--- config.mk ---
export PLATFORM = sky130hd
export DESIGN_NAME = lcd_refresh_ctrl
export DESIGN_NICKNAME = d
export VERILOG_FILES = /design/src/rtl/lcd_refresh_ctrl.sv
export SDC_FILE = /design/constraint.sdc
export NUM_CORES = 1
export LEC_CHECK = 0
export BUFFER_PORTS_ARGS = -buffer_cell sky130_fd_sc_hd__buf_2
export CORE_MARGIN = 4
export CORE_UTILIZATION = 45
export CTS_BUF_LIST = sky130_fd_sc_hd__clkbuf_16
export DETAILED_ROUTE_END_ITERATION = 10
export PLACE_DENSITY = 0.67
export SKIP_CTS_REPAIR_TIMING = 1
export SYNTH_ARGS = -nofsm -noshare
export SYNTH_HDL_FRONTEND = slang
export SYNTH_SLANG_ARGS = --single-unit
export TNS_END_PERCENT = 30
--- constraint.sdc ---
create_clock -name clk -period 2.5 [get_ports clk]
set_input_delay 0.25 -clock clk [delete_from_list [all_inputs] [get_ports clk]]
set_output_delay 0.25 -clock clk [all_outputs]
set_load 0.01 [all_outputs]
--- src/rtl/lcd_refresh_ctrl.sv ---
// lcd_refresh_ctrl: power-up init and page refresh sequencer for a 16x2
// HD44780-compatible character LCD. Walks the 32-byte message ROM (row 0 =
// addresses 0-15, row 1 = 16-31) and rewrites the panel whenever the
// synchronized page select changes.
module lcd_refresh_ctrl #(
    parameter int T_PWR = 1000000,
    parameter int T_EN  = 25,
    parameter int T_CMD = 2500,
    parameter int T_CLR = 100000
) (
    input  logic       clk,
    input  logic       rst_n,
    input  logic [1:0] sw,
    output logic [4:0] raddr,
    input  logic [7:0] dout,
    output logic [7:0] lcd_data,
    output logic       lcd_rs,
    output logic       lcd_rw,
    output logic       lcd_en,
    output logic       lcd_on,
    output logic       busy
);

    localparam int TMAX = (T_PWR > T_CLR) ? ((T_PWR > T_CMD) ? T_PWR : T_CMD)
                                          : ((T_CLR > T_CMD) ? T_CLR : T_CMD);
    localparam int TM2  = (TMAX > T_EN) ? TMAX : T_EN;
    localparam int CW   = $clog2(TM2 + 1);

    localparam logic [CW-1:0] PWR_L = CW'(T_PWR - 1);
    localparam logic [CW-1:0] EN_L  = CW'(T_EN - 1);
    localparam logic [CW-1:0] CMD_L = CW'(T_CMD - 1);
    localparam logic [CW-1:0] CLR_L = CW'(T_CLR - 1);

    // st names the write currently in flight; ph is its position in the
    // SETUP / enable-high / settle-wait sub-sequence.
    typedef enum logic [2:0] {
        PWR_WAIT, INIT, ROW0_ADDR, ROW0_CHAR, ROW1_ADDR, ROW1_CHAR, IDLE
    } st_t;
    typedef enum logic [1:0] {PH_SETUP, PH_EN, PH_WAIT} ph_t;

    st_t           st, nst;
    ph_t           ph;
    logic [CW-1:0] cnt;
    logic [CW-1:0] wait_last;
    logic [3:0]    idx, nidx;
    logic [7:0]    ndata;
    logic          nrs;
    logic          adv;
    logic [1:0]    sw_m, sw_s, sw_cur;

    assign lcd_rw = 1'b0;
    assign lcd_on = 1'b1;

    // Clear-display needs the long settle time; everything else the short one.
    assign wait_last = (!lcd_rs && lcd_data == 8'h01) ? CLR_L : CMD_L;

    // Two-flop synchronizer for the asynchronous page switches.
    always_ff @(posedge clk or negedge rst_n) begin
        if (!rst_n) begin
            sw_m <= 2'b00;
            sw_s <= 2'b00;
        end else begin
            sw_m <= sw;
            sw_s <= sw_m;
        end
    end

    // Next write in the sequence and the byte it puts on the bus.
    always_comb begin
        nst  = st;
        nidx = idx + 4'd1;
        case (st)
            PWR_WAIT:  begin nst = INIT;      nidx = 4'd0; end
            INIT:      if (idx == 4'd3) begin nst = ROW0_ADDR; nidx = 4'd0; end
            ROW0_ADDR: begin nst = ROW0_CHAR; nidx = 4'd0; end
            ROW0_CHAR: if (idx == 4'd15) begin nst = ROW1_ADDR; nidx = 4'd0; end
            ROW1_ADDR: begin nst = ROW1_CHAR; nidx = 4'd0; end
            ROW1_CHAR: if (idx == 4'd15) nst = IDLE;
            IDLE:      begin nst = ROW0_ADDR; nidx = 4'd0; end
            default:   nst = PWR_WAIT;
        endcase
        nrs   = 1'b0;
        ndata = 8'h00;
        case (nst)
            INIT: begin
                case (nidx[1:0])
                    2'd0:    ndata = 8'h38;
                    2'd1:    ndata = 8'h0C;
                    2'd2:    ndata = 8'h01;
                    default: ndata = 8'h06;
                endcase
            end
            ROW0_ADDR: ndata = 8'h80;
            ROW1_ADDR: ndata = 8'hC0;
            ROW0_CHAR, ROW1_CHAR: begin
                nrs   = 1'b1;
                ndata = dout;
            end
            default: ;
        endcase
    end

    // Points where the sequencer moves on to the next write (or to IDLE).
    always_comb begin
        adv = 1'b0;
        case (st)
            PWR_WAIT: adv = (cnt == PWR_L);
            IDLE:     adv = (sw_s != sw_cur);
            default:  adv = (ph == PH_WAIT) && (cnt == wait_last);
        endcase
    end

    // Main sequencer: top-level progress plus the per-write strobe timing.
    always_ff @(posedge clk or negedge rst_n) begin
        if (!rst_n) begin
            st       <= PWR_WAIT;
            ph       <= PH_SETUP;
            cnt      <= '0;
            idx      <= 4'd0;
            raddr    <= 5'd0;
            lcd_data <= 8'h00;
            lcd_rs   <= 1'b0;
            lcd_en   <= 1'b0;
            busy     <= 1'b1;
            sw_cur   <= 2'b00;
        end else if (adv) begin
            cnt <= '0;
            if (nst == IDLE) begin
                st   <= IDLE;
                busy <= 1'b0;
            end else begin
                st       <= nst;
                idx      <= nidx;
                ph       <= PH_SETUP;
                lcd_data <= ndata;
                lcd_rs   <= nrs;
                busy     <= 1'b1;
                // A page's content is committed when its row 0 starts.
                if (nst == ROW0_ADDR)
                    sw_cur <= sw_s;
            end
        end else begin
            case (st)
                PWR_WAIT: cnt <= cnt + 1'b1;
                IDLE:     ;
                default: begin
                    case (ph)
                        PH_SETUP: begin
                            ph     <= PH_EN;
                            lcd_en <= 1'b1;
                            cnt    <= '0;
                        end
                        PH_EN: begin
                            if (cnt == EN_L) begin
                                ph     <= PH_WAIT;
                                lcd_en <= 1'b0;
                                cnt    <= '0;
                                // Pre-address the next character during the wait.
                                if (lcd_rs)
                                    raddr <= raddr + 5'd1;
                            end else begin
                                cnt <= cnt + 1'b1;
                            end
                        end
                        default: cnt <= cnt + 1'b1;
                    endcase
                end
            endcase
        end
    end

endmodule
Word level (Yosys, flattened, before mapping)
Index checks and enable logic that the tools add are counted.
- add/sub/neg operators: 3
- eq/ne operators: 28
- mux-type cells: 25
- bitwise logic cells: 3
- reductions and logical operators: 16
- operator list (kind ; count):
    $pmux W20 S2 ; 2
    $mux W20 ; 2
    $pmux W8 S4 ; 1
    $pmux W3 S7 ; 1
    $add A20 B1 Y20 const B ; 1
    $eq A20 B17 Y1 ; 1
    $eq A20 B20 Y1 const B ; 1
    $eq A20 B5 Y1 const B ; 1
    $eq A3 B3 Y1 const B ; 6
    $pmux W6 S3 ; 1
    $mux W17 ; 1
    $eq A3 B2 Y1 const B ; 4
    $mux W3 ; 4
    $pmux W4 S3 ; 1
    $eq A8 B1 Y1 const B ; 1
    $mux W2 ; 4
    $mux W4 ; 2
    $reduce_and A4 Y1 ; 2
    $eq A3 B1 Y1 const B ; 2
    $ne A2 B2 Y1 const B ; 3
    $add A5 B1 Y5 const B ; 1
    $reduce_and A5 Y1 ; 1
    $add A4 B1 Y4 const B ; 1
    $eq A2 B1 Y1 const B ; 2
    other kinds (20) ; 29
- register bits: 51
- input bits: 12
- output and inout bits: 18

Logic depth before layout (Yosys ltp)
Gate-level depths: netlist (run 1).
- depth after elaboration: 8
- depth in mapped cells: 8
- mapped depth without buffers: 7

Least setup slack after synthesis (run 1)
OpenSTA, ideal clock, no wires.
- path type: reg-to-reg
- start point: register cnt[5]
- end point: register lcd_data[0]
- library setup time: 125 ps
- data arrival time: 2161 ps
- data required time: 2375 ps
- path slack: 214 ps
- stages on the path, launching flop included: 8
- path buffers: 2
- period minus slack after synthesis: 2286 ps
- path through: dfrtp_1 buf_6 or4_4 nor4_4 nand3_2 o21a_1 buf_6 mux2_4
- longest elaborated chain between the ends: 4
- ends and longest elaborated chain (element ; line ; source):
    start: declaration ; 43 ; logic [CW-1:0] cnt;
    start signal: assignment ; 144 ; PWR_WAIT: cnt <= cnt + 1'b1;
    start signal: assignment ; 162 ; cnt <= cnt + 1'b1;
    start signal: assignment ; 165 ; default: cnt <= cnt + 1'b1;
    $eq A20 B17 Y1 ; 109 ; default: adv = (ph == PH_WAIT) && (cnt == wait_last);
    $logic_and A1 B1 Y1 ; 109 ;
    $pmux W1 S2 (*) ; 106 ; case (st)
    $reduce_and A2 Y1 (no line) (*) ; -- ;
    end signal: assignment ; 135 ; lcd_data <= ndata;
    end: declaration ; 16 ; output logic [7:0] lcd_data,
Every way passes the cells marked *; elsewhere a longest branch is shown, timed or not.
A chain may end at the register's enable or synchronous reset.

Final worst setup path (run 1)
- start point: register cnt[6]
- end point: register idx[2]
- longest elaborated chain between the ends: 4
- ends and longest elaborated chain (element ; line ; source):
    $eq A20 B17 Y1 ; 109 ;
    $logic_and A1 B1 Y1 ; 109 ;
    $pmux W1 S2 (*) ; 106 ;
    $reduce_and A2 Y1 (no line) (*) ; -- ;
    end signal: assignment ; 133 ; idx <= nidx;
    end: declaration ; 45 ; logic [3:0] idx, nidx;
Marked as above.

==> results of run 1 <==
[worst max-delay path, stage by stage (launching register included)]
cell	delay, ns
dfrtp_1	0.46
or3_1	0.46
nor4_2	0.22
mux2i_1	0.16
buf_4	0.19
or4b_1	0.52
a32o_1	0.26
[metrics by stage]
step                      std cells  cell area (um2)  worst slack, ns
after floorplan                 347             3130            0.214
after global placement          462             3510            0.116
after detailed placement        462             3510           0.0859
after CTS                       470             3660           0.0702
after global routing            471             3680           0.0245
final                           471             3680            0.129
[synthesized netlist by cell type, types with 3 or more instances]
| cell type | n |
|---|---|
| or3_1 | 4 |
| mux2_4 | 4 |
| a311oi_1 | 3 |
| nor3b_1 | 4 |
| and4_1 | 3 |
| mux2_2 | 6 |
| buf_2 | 4 |
| a21oi_1 | 12 |
| nor2_1 | 17 |
| a31oi_1 | 16 |
| nand4b_1 | 3 |
| ha_1 | 4 |
| nor4_1 | 7 |
| mux2i_1 | 5 |
| nor3_1 | 6 |
| xor2_1 | 5 |
| nand3_1 | 29 |
| a22o_1 | 4 |
| nand4_1 | 7 |
| inv_1 | 12 |
| and2_1 | 3 |
| clkbuf_1 | 18 |
| dfrtp_1 | 50 |
| nand3b_1 | 5 |
| nand2_1 | 36 |
| o21ai_0 | 12 |
| or4_1 | 9 |
| and3_1 | 8 |
| o211ai_1 | 8 |
[sequential cells by signal, summed over array words and instances (netlist names), 2 cells and up]
name / flops
cnt: 20
lcd_data: 8
sw_cur: 2
st: 3
sw_m: 2
ph: 2
raddr: 5
idx: 4
sw_s: 2
[cell families (layout without fill, tap and decap cells)]
group           Yosys count  after routing  share of synthesized area
simple gates            158            158                      0.289
compound gates           72             72                      0.154
flops                    51             51                      0.408
buf+inv                  38             82                     0.0544
mux                      15             15                     0.0568
xor+xnor                  7              7                     0.0196
fa+ha+maj                 4              4                     0.0160
other cells               2              2                    0.00240
[power by group through the flow]
stage          Sequential [mW]  Combinational (mW)  Clock, mW
4_1_cts                  0.829              0.0314      0.699
3_3_place_gp             0.845              0.0305          0
5_1_grt                  0.829              0.0360      0.732
2_1_floorplan            0.845             0.00481          0
3_5_place_dp             0.845              0.0314          0
6_report                 0.829              0.0311      0.680
[routing by layer]
metal / up-vias / track usage
met1: 1357 / 0.279
met5: - / 0
met4: 0 / 0.0465
li1: 1384 / -
met2: 76 / 0.307
met3: 7 / 0.0282
[worst max path at each step]
stage / start / end / slack (ns) / cells after the start
final: cnt[6]$_DFFE_PN0P_ / idx[2]$_DFFE_PN0P_ / 0.13 / 6
after floorplan: cnt[5]$_DFFE_PN0P_ / lcd_data[0]$_DFFE_PN0P_ / 0.21 / 7
after CTS: cnt[12]$_DFFE_PN0P_ / lcd_data[3]$_DFFE_PN0P_ / 0.07 / 5
after global routing: cnt[12]$_DFFE_PN0P_ / cnt[12]$_DFFE_PN0P_ / 0.02 / 6
after global placement: lcd_data[2]$_DFFE_PN0P_ / lcd_rs$_DFFE_PN0P_ / 0.12 / 5
after detailed placement: cnt[12]$_DFFE_PN0P_ / lcd_data[3]$_DFFE_PN0P_ / 0.09 / 5
[layout make-up]
class / instances / area [um2]
timing repair buffer: 62 / 413
inverter: 12 / 45.0
multi-input combinational: 258 / 1700
tap: 80 / 100
fill: 638 / 3070
clock inverter: 3 / 21.3
clock buffer: 5 / 125
sequential: 51 / 1280
==> impl_metrics.yaml, run 1 <==
status:
  status: "completed"
logic_synthesis:
  netlist.area_leader.share: 0.400
  synth_flop_cell: "dfrtp_1"
  netlist-cell-type-count: 61
  yosys-top-cells-area: "dfrtp_1 (40%), nand3_1 (4.6%), nand2_1 (4.3%)"
  netlist_area_um2: 3130
  synthCells: 347
  synth_largest_area_cell: "dfrtp_1"
  synth-edff-count: 0
  synth_fp_nets: 363
  yosysSeqAreaShare: 0.408
  async_reset_ff_frac: 1.00
  ys_ff_latch: 51
  synth-warning-count: 0
  syn_avg_cell_area_um2: 9.02
worst_setup_path:
  r2r_end: "idx[2]$_DFFE_PN0P_"
  critPathCaptureType: "flop"
  reg2reg_depth: 6
  worst-path-max-fanout: 7
  reg2reg_slack_ns: 0.13
  worst-setup-path-type: "reg -> reg"
  arrival_ns: 2.55
  crit_path_start_kind: "flop"
  required_ns: 2.68
  timing.rr.start: "cnt[6]$_DFFE_PN0P_"
drt:
  dr.first_iter.drc_count: 164
  wl_mm: 7.83
  firstDrtPassIters: 4
  met2_length_mm: 3.69
  met3WireLength_um: 350
  drc_errors: 0
  drt-met1-wl_mm: 3.73
  wl_per_cell_um: 16.6
  drtAntennaViolNets: 0
  vias_per_cell: 6.00
  vias: 2824
  top_layer_used: "met4"
power:
  irDropWorstVdd_uv: 255
  p_leak_nw: 1.63
  pwr-share-comb: 0.020
  switchingPower_mw: 0.331
  share_seq_of_total_power: 0.538
  powerDensity_nw_per_um2: 418
  p_int_mw: 1.21
  clockPowerShare: 0.441
  swShare: 0.215
  total_power_mw: 1.54
final_layout:
  area_growth_pct: 17.8
  final_common_cell: "dfrtp_1"
  antenna_cells: 0
  finish.utilization: 0.545
  drive_gt1_frac: 0.235
  layout.nets: 406
  layout_common_cells: "dfrtp_1 (50), nand2_1 (36), buf_4 (33)"
cts:
  clk_pin_slew_ns: 0.07
  cts.sinks: 51
  cts-root-buf: "clkbuf_16"
  clk_latency_ns: 0.29
  cts_tree: "built"
  cts_buffer_depth: 2
  cts.htree.levels: 2
  cts_buffers: 5
timing:
  slew_headroom: 0.592
  fmax_mhz: 422
  rsz0062_at_grt: "false"
  slew_violations: 0
  setup_viol: 0
  fin_crit_ns: 2.37
  fin_skew_ns: 0.00493
  finalHoldViolCount: 0
  finalCritPeriodShare: 0.948
  hold_slack_ns: 0.0622
  worst_pin_slew_ns: 0.597
  fin_setup_tns_ns: 0
place:
  hpwl_mm: 5.63
  gp_congestion: 0.837
  port_buffers: 27
global_routing:
  grt_max_degree: 33
  grt_pass1_wl_mm: 13.3
  first_global_vias: 2656
  antenna_found_initial: 0
  grt.overflow.total: 0
  grt_use_total: 0.194
min_path:
  hp-start: "sw[0]"
  min_to: "sw_m[0]$_DFF_PN0_"
  holdCritPathClass: "in -> reg"
  min_path_cells: 1
die:
  dieArea_um2: 8350
  ios: 30
  core_area_um2: 6760
  rows: 30
  initial_core_util: 0.463
  die_y_um: 91.4
  dieWidth_um: 91.4
job:
  maxCapViolations: 0
(Power assumes the default switching activity.)
==> run 2: changes to the inputs <==
--- a/config.mk
+++ b/config.mk
@@ -5,8 +5,9 @@
 export SDC_FILE = /design/constraint.sdc
 export NUM_CORES = 1
 export LEC_CHECK = 0
+export ABC_AREA = 1
 export BUFFER_PORTS_ARGS = -buffer_cell sky130_fd_sc_hd__buf_2
-export CORE_MARGIN = 4
+export CORE_MARGIN = 2
 export CORE_UTILIZATION = 45
 export CTS_BUF_LIST = sky130_fd_sc_hd__clkbuf_16
 export DETAILED_ROUTE_END_ITERATION = 10
==> run 2 against run 1 <==
  * Flip-flop and latch count did not move
  * Critical endpoint is now lcd_data[1]$_DFFE_PN0P_
  * Power decreased by 1.2%
  * Global-route usage fell by 1.0 points
  * Critical path depth increased by 5
==> impl_metrics.yaml, run 2 <==
timing:
  slew_violations: 0
  worst_pin_slew_ns: 0.616
  setup_viol: 0
  fin_skew_ns: 0.00655
  finalCritPeriodShare: 0.833
  fin_setup_tns_ns: 0
  fin_crit_ns: 2.08
  slew_headroom: 0.584
  fmax_mhz: 480
  finalHoldViolCount: 0
  rsz0062_at_grt: "false"
power:
  share_seq_of_total_power: 0.545
  p_int_mw: 1.21
  total_power_mw: 1.52
  powerDensity_nw_per_um2: 429
  p_leak_nw: 1.71
  clockPowerShare: 0.436
  pwr-share-comb: 0.019
  switchingPower_mw: 0.315
  swShare: 0.207
  irDropWorstVdd_uv: 369
final_layout:
  drive_gt1_frac: 0.144
  layout.nets: 480
  final_common_cell: "nand2_1"
  fillers: 664
  regMostFlops: "cnt"
  top_regs: "cnt (20), lcd_data (8), raddr (5)"
  antenna_cells: 0
  area_growth_pct: 9.49
  layout_common_cells: "nand2_1 (146), dfrtp_1 (50), inv_1 (45)"
  largest_register_ffs: 20
die:
  ios: 30
  initial_core_util: 0.472
  dieWidth_um: 88.9
  core_area_um2: 6870
  rows: 30
  die_y_um: 88.9
  dieArea_um2: 7900
drt:
  wl_mm: 6.70
  drc_errors: 0
  vias_per_cell: 4.88
  wl_per_cell_um: 11.9
  vias: 2740
  dr.first_iter.drc_count: 166
  drtAntennaViolNets: 0
  firstDrtPassIters: 4
global_routing:
  grt_pass1_wl_mm: 11.4
  grt_max_degree: 27
  grt_use_total: 0.184
  first_global_vias: 2536
  antenna_found_initial: 0
  grt.overflow.total: 0
logic_synthesis:
  netlist-cell-type-count: 34
  synth-edff-count: 0
  async_reset_ff_frac: 1.00
  ys_ff_latch: 51
  syn_avg_cell_area_um2: 7.33
  synth-warning-count: 0
  netlist.area_leader.share: 0.386
  synth_fp_nets: 458
  synthCells: 442
  yosys-top-cells-area: "dfrtp_1 (39%), nand2_1 (17%), inv_1 (5.2%)"
  netlist_area_um2: 3240
  synth_flop_cell: "dfrtp_1"
  synth_common_cells: "nand2_1 (146), dfrtp_1 (50), inv_1 (45), nor2_1 (39), nand3_1 (31)"
  synth_largest_area_cell: "dfrtp_1"
  yosysMostFrequentCell: "nand2_1"
  yosysSeqAreaShare: 0.394
worst_setup_path:
  crit_path_start_kind: "flop"
  cp-startpoint: "cnt[0]$_DFFE_PN0P_"
  worst-path-max-fanout: 22
  critPathCaptureType: "flop"
  required_ns: 2.72
  timing.rr.start: "cnt[0]$_DFFE_PN0P_"
  worst-setup-path-type: "reg -> reg"
  arrival_ns: 2.30
job:
  maxCapViolations: 0
cts:
  clk_pin_slew_ns: 0.07
  clk_latency_ns: 0.29
  cts.sinks: 51
  cts_tree: "built"
  cts_buffer_depth: 2
  cts-root-buf: "clkbuf_16"
  cts.htree.levels: 2
  cts_buffers: 5
status:
  status: "completed"
place:
  port_buffers: 27
  gp_congestion: 0.971
  hpwl_mm: 5.15
min_path:
  hp-start: "sw[1]"
  holdCritPathClass: "in -> reg"
-- run 2: changes by cell type after synthesis, moves of 9 or more --
cell      before  now
nand2_1       36  146
inv_1         12   45
nor2_1        17   39
clkbuf_1      18    1
a31oi_1       16    0
xor2_1         5   16
o21ai_1        1   11
a21oi_1       12    3
or4_1          9    0
-- run 2: final cells by class --
type | count | area (um2) | area share
flip-flops and latches | 51 | 1280 | 0.360
multi-input cells | 324 | 1660 | 0.466
clock buffers | 5 | 125 | 0.0352
well taps | 96 | 120 | 0.0338
repair buffers | 29 | 153 | 0.0430
clock inverters | 3 | 20.0 | 0.00564
inverters | 53 | 199 | 0.0560
-- run 2: per-stage QoR --
stage	instance area (um2)	hold WS, ns	utilization	worst slack (ns)	std cells
5_1_grt	3550	0.0591	0.517	0.182	561
3_3_place_gp	3390	0.276	0.494	0.507	552
2_1_floorplan	3240	-0.0456	-	0.792	442
3_5_place_dp	3390	0.282	0.494	0.428	552
6_report	3550	0.0635	0.517	0.419	561
4_1_cts	3540	-0.0281	0.515	0.417	560
-- run 2: worst max-delay path: stages, from the launching register on --
cell and delay [ns]:
dfrtp_1 0.39, ha_1 0.25, nand3_2 0.13, nor2_2 0.14, nand2_1 0.08, nor3_2 0.21, a21boi_4 0.13, nand2_4 0.15
nand2_4 0.19, inv_2 0.19, nand2_1 0.08, o21ai_1 0.07
-- run 2: final timing paths --
| path | endpoint | slack [ns] | depth (start not counted) |
|---|---|---|---|
| max | lcd_data[1]$_DFFE_PN0P_ | 0.42 | 11 |
| min | sw_m[1]$_DFF_PN0_ | 0.06 | 1 |
| max reg2reg | lcd_data[1]$_DFFE_PN0P_ | 0.42 | 11 |
| min reg2reg | sw_s[0]$_DFF_PN0_ | 0.35 | 0 |
| max in group asynchronous | busy$_DFFE_PN1P_ | 1.23 | 3 |
| min in group asynchronous | cnt[3]$_DFFE_PN0P_ | 0.49 | 2 |
-- run 2: kinds of logic after synthesis --
kind of cell | share of synthesized area
AND/OR/NAND/NOR | 0.348
other | 0.00232
XOR/XNOR | 0.0594
buffers and inverters | 0.0953
AO/OA/AOI/OAI | 0.0857
adder cells (fa/ha/maj) | 0.0154
flip-flops | 0.394
-- run 2: layer usage --
layer	vias up	global-route usage	routed length, um
li1	1439	-	-
met4	0	0.0730	145
met5	-	0	0
met3	14	0.0364	238
met1	1243	0.248	3200
met2	44	0.290	3110
-- run 2: power by group through the flow --
stage | Sequential [mW] | Clock [mW] | Combinational, mW
2_1_floorplan | 0.845 | 0 | 0.00531
3_3_place_gp | 0.845 | 0 | 0.0289
3_5_place_dp | 0.845 | 0 | 0.0290
4_1_cts | 0.830 | 0.685 | 0.0291
5_1_grt | 0.830 | 0.720 | 0.0335
6_report | 0.830 | 0.663 | 0.0284
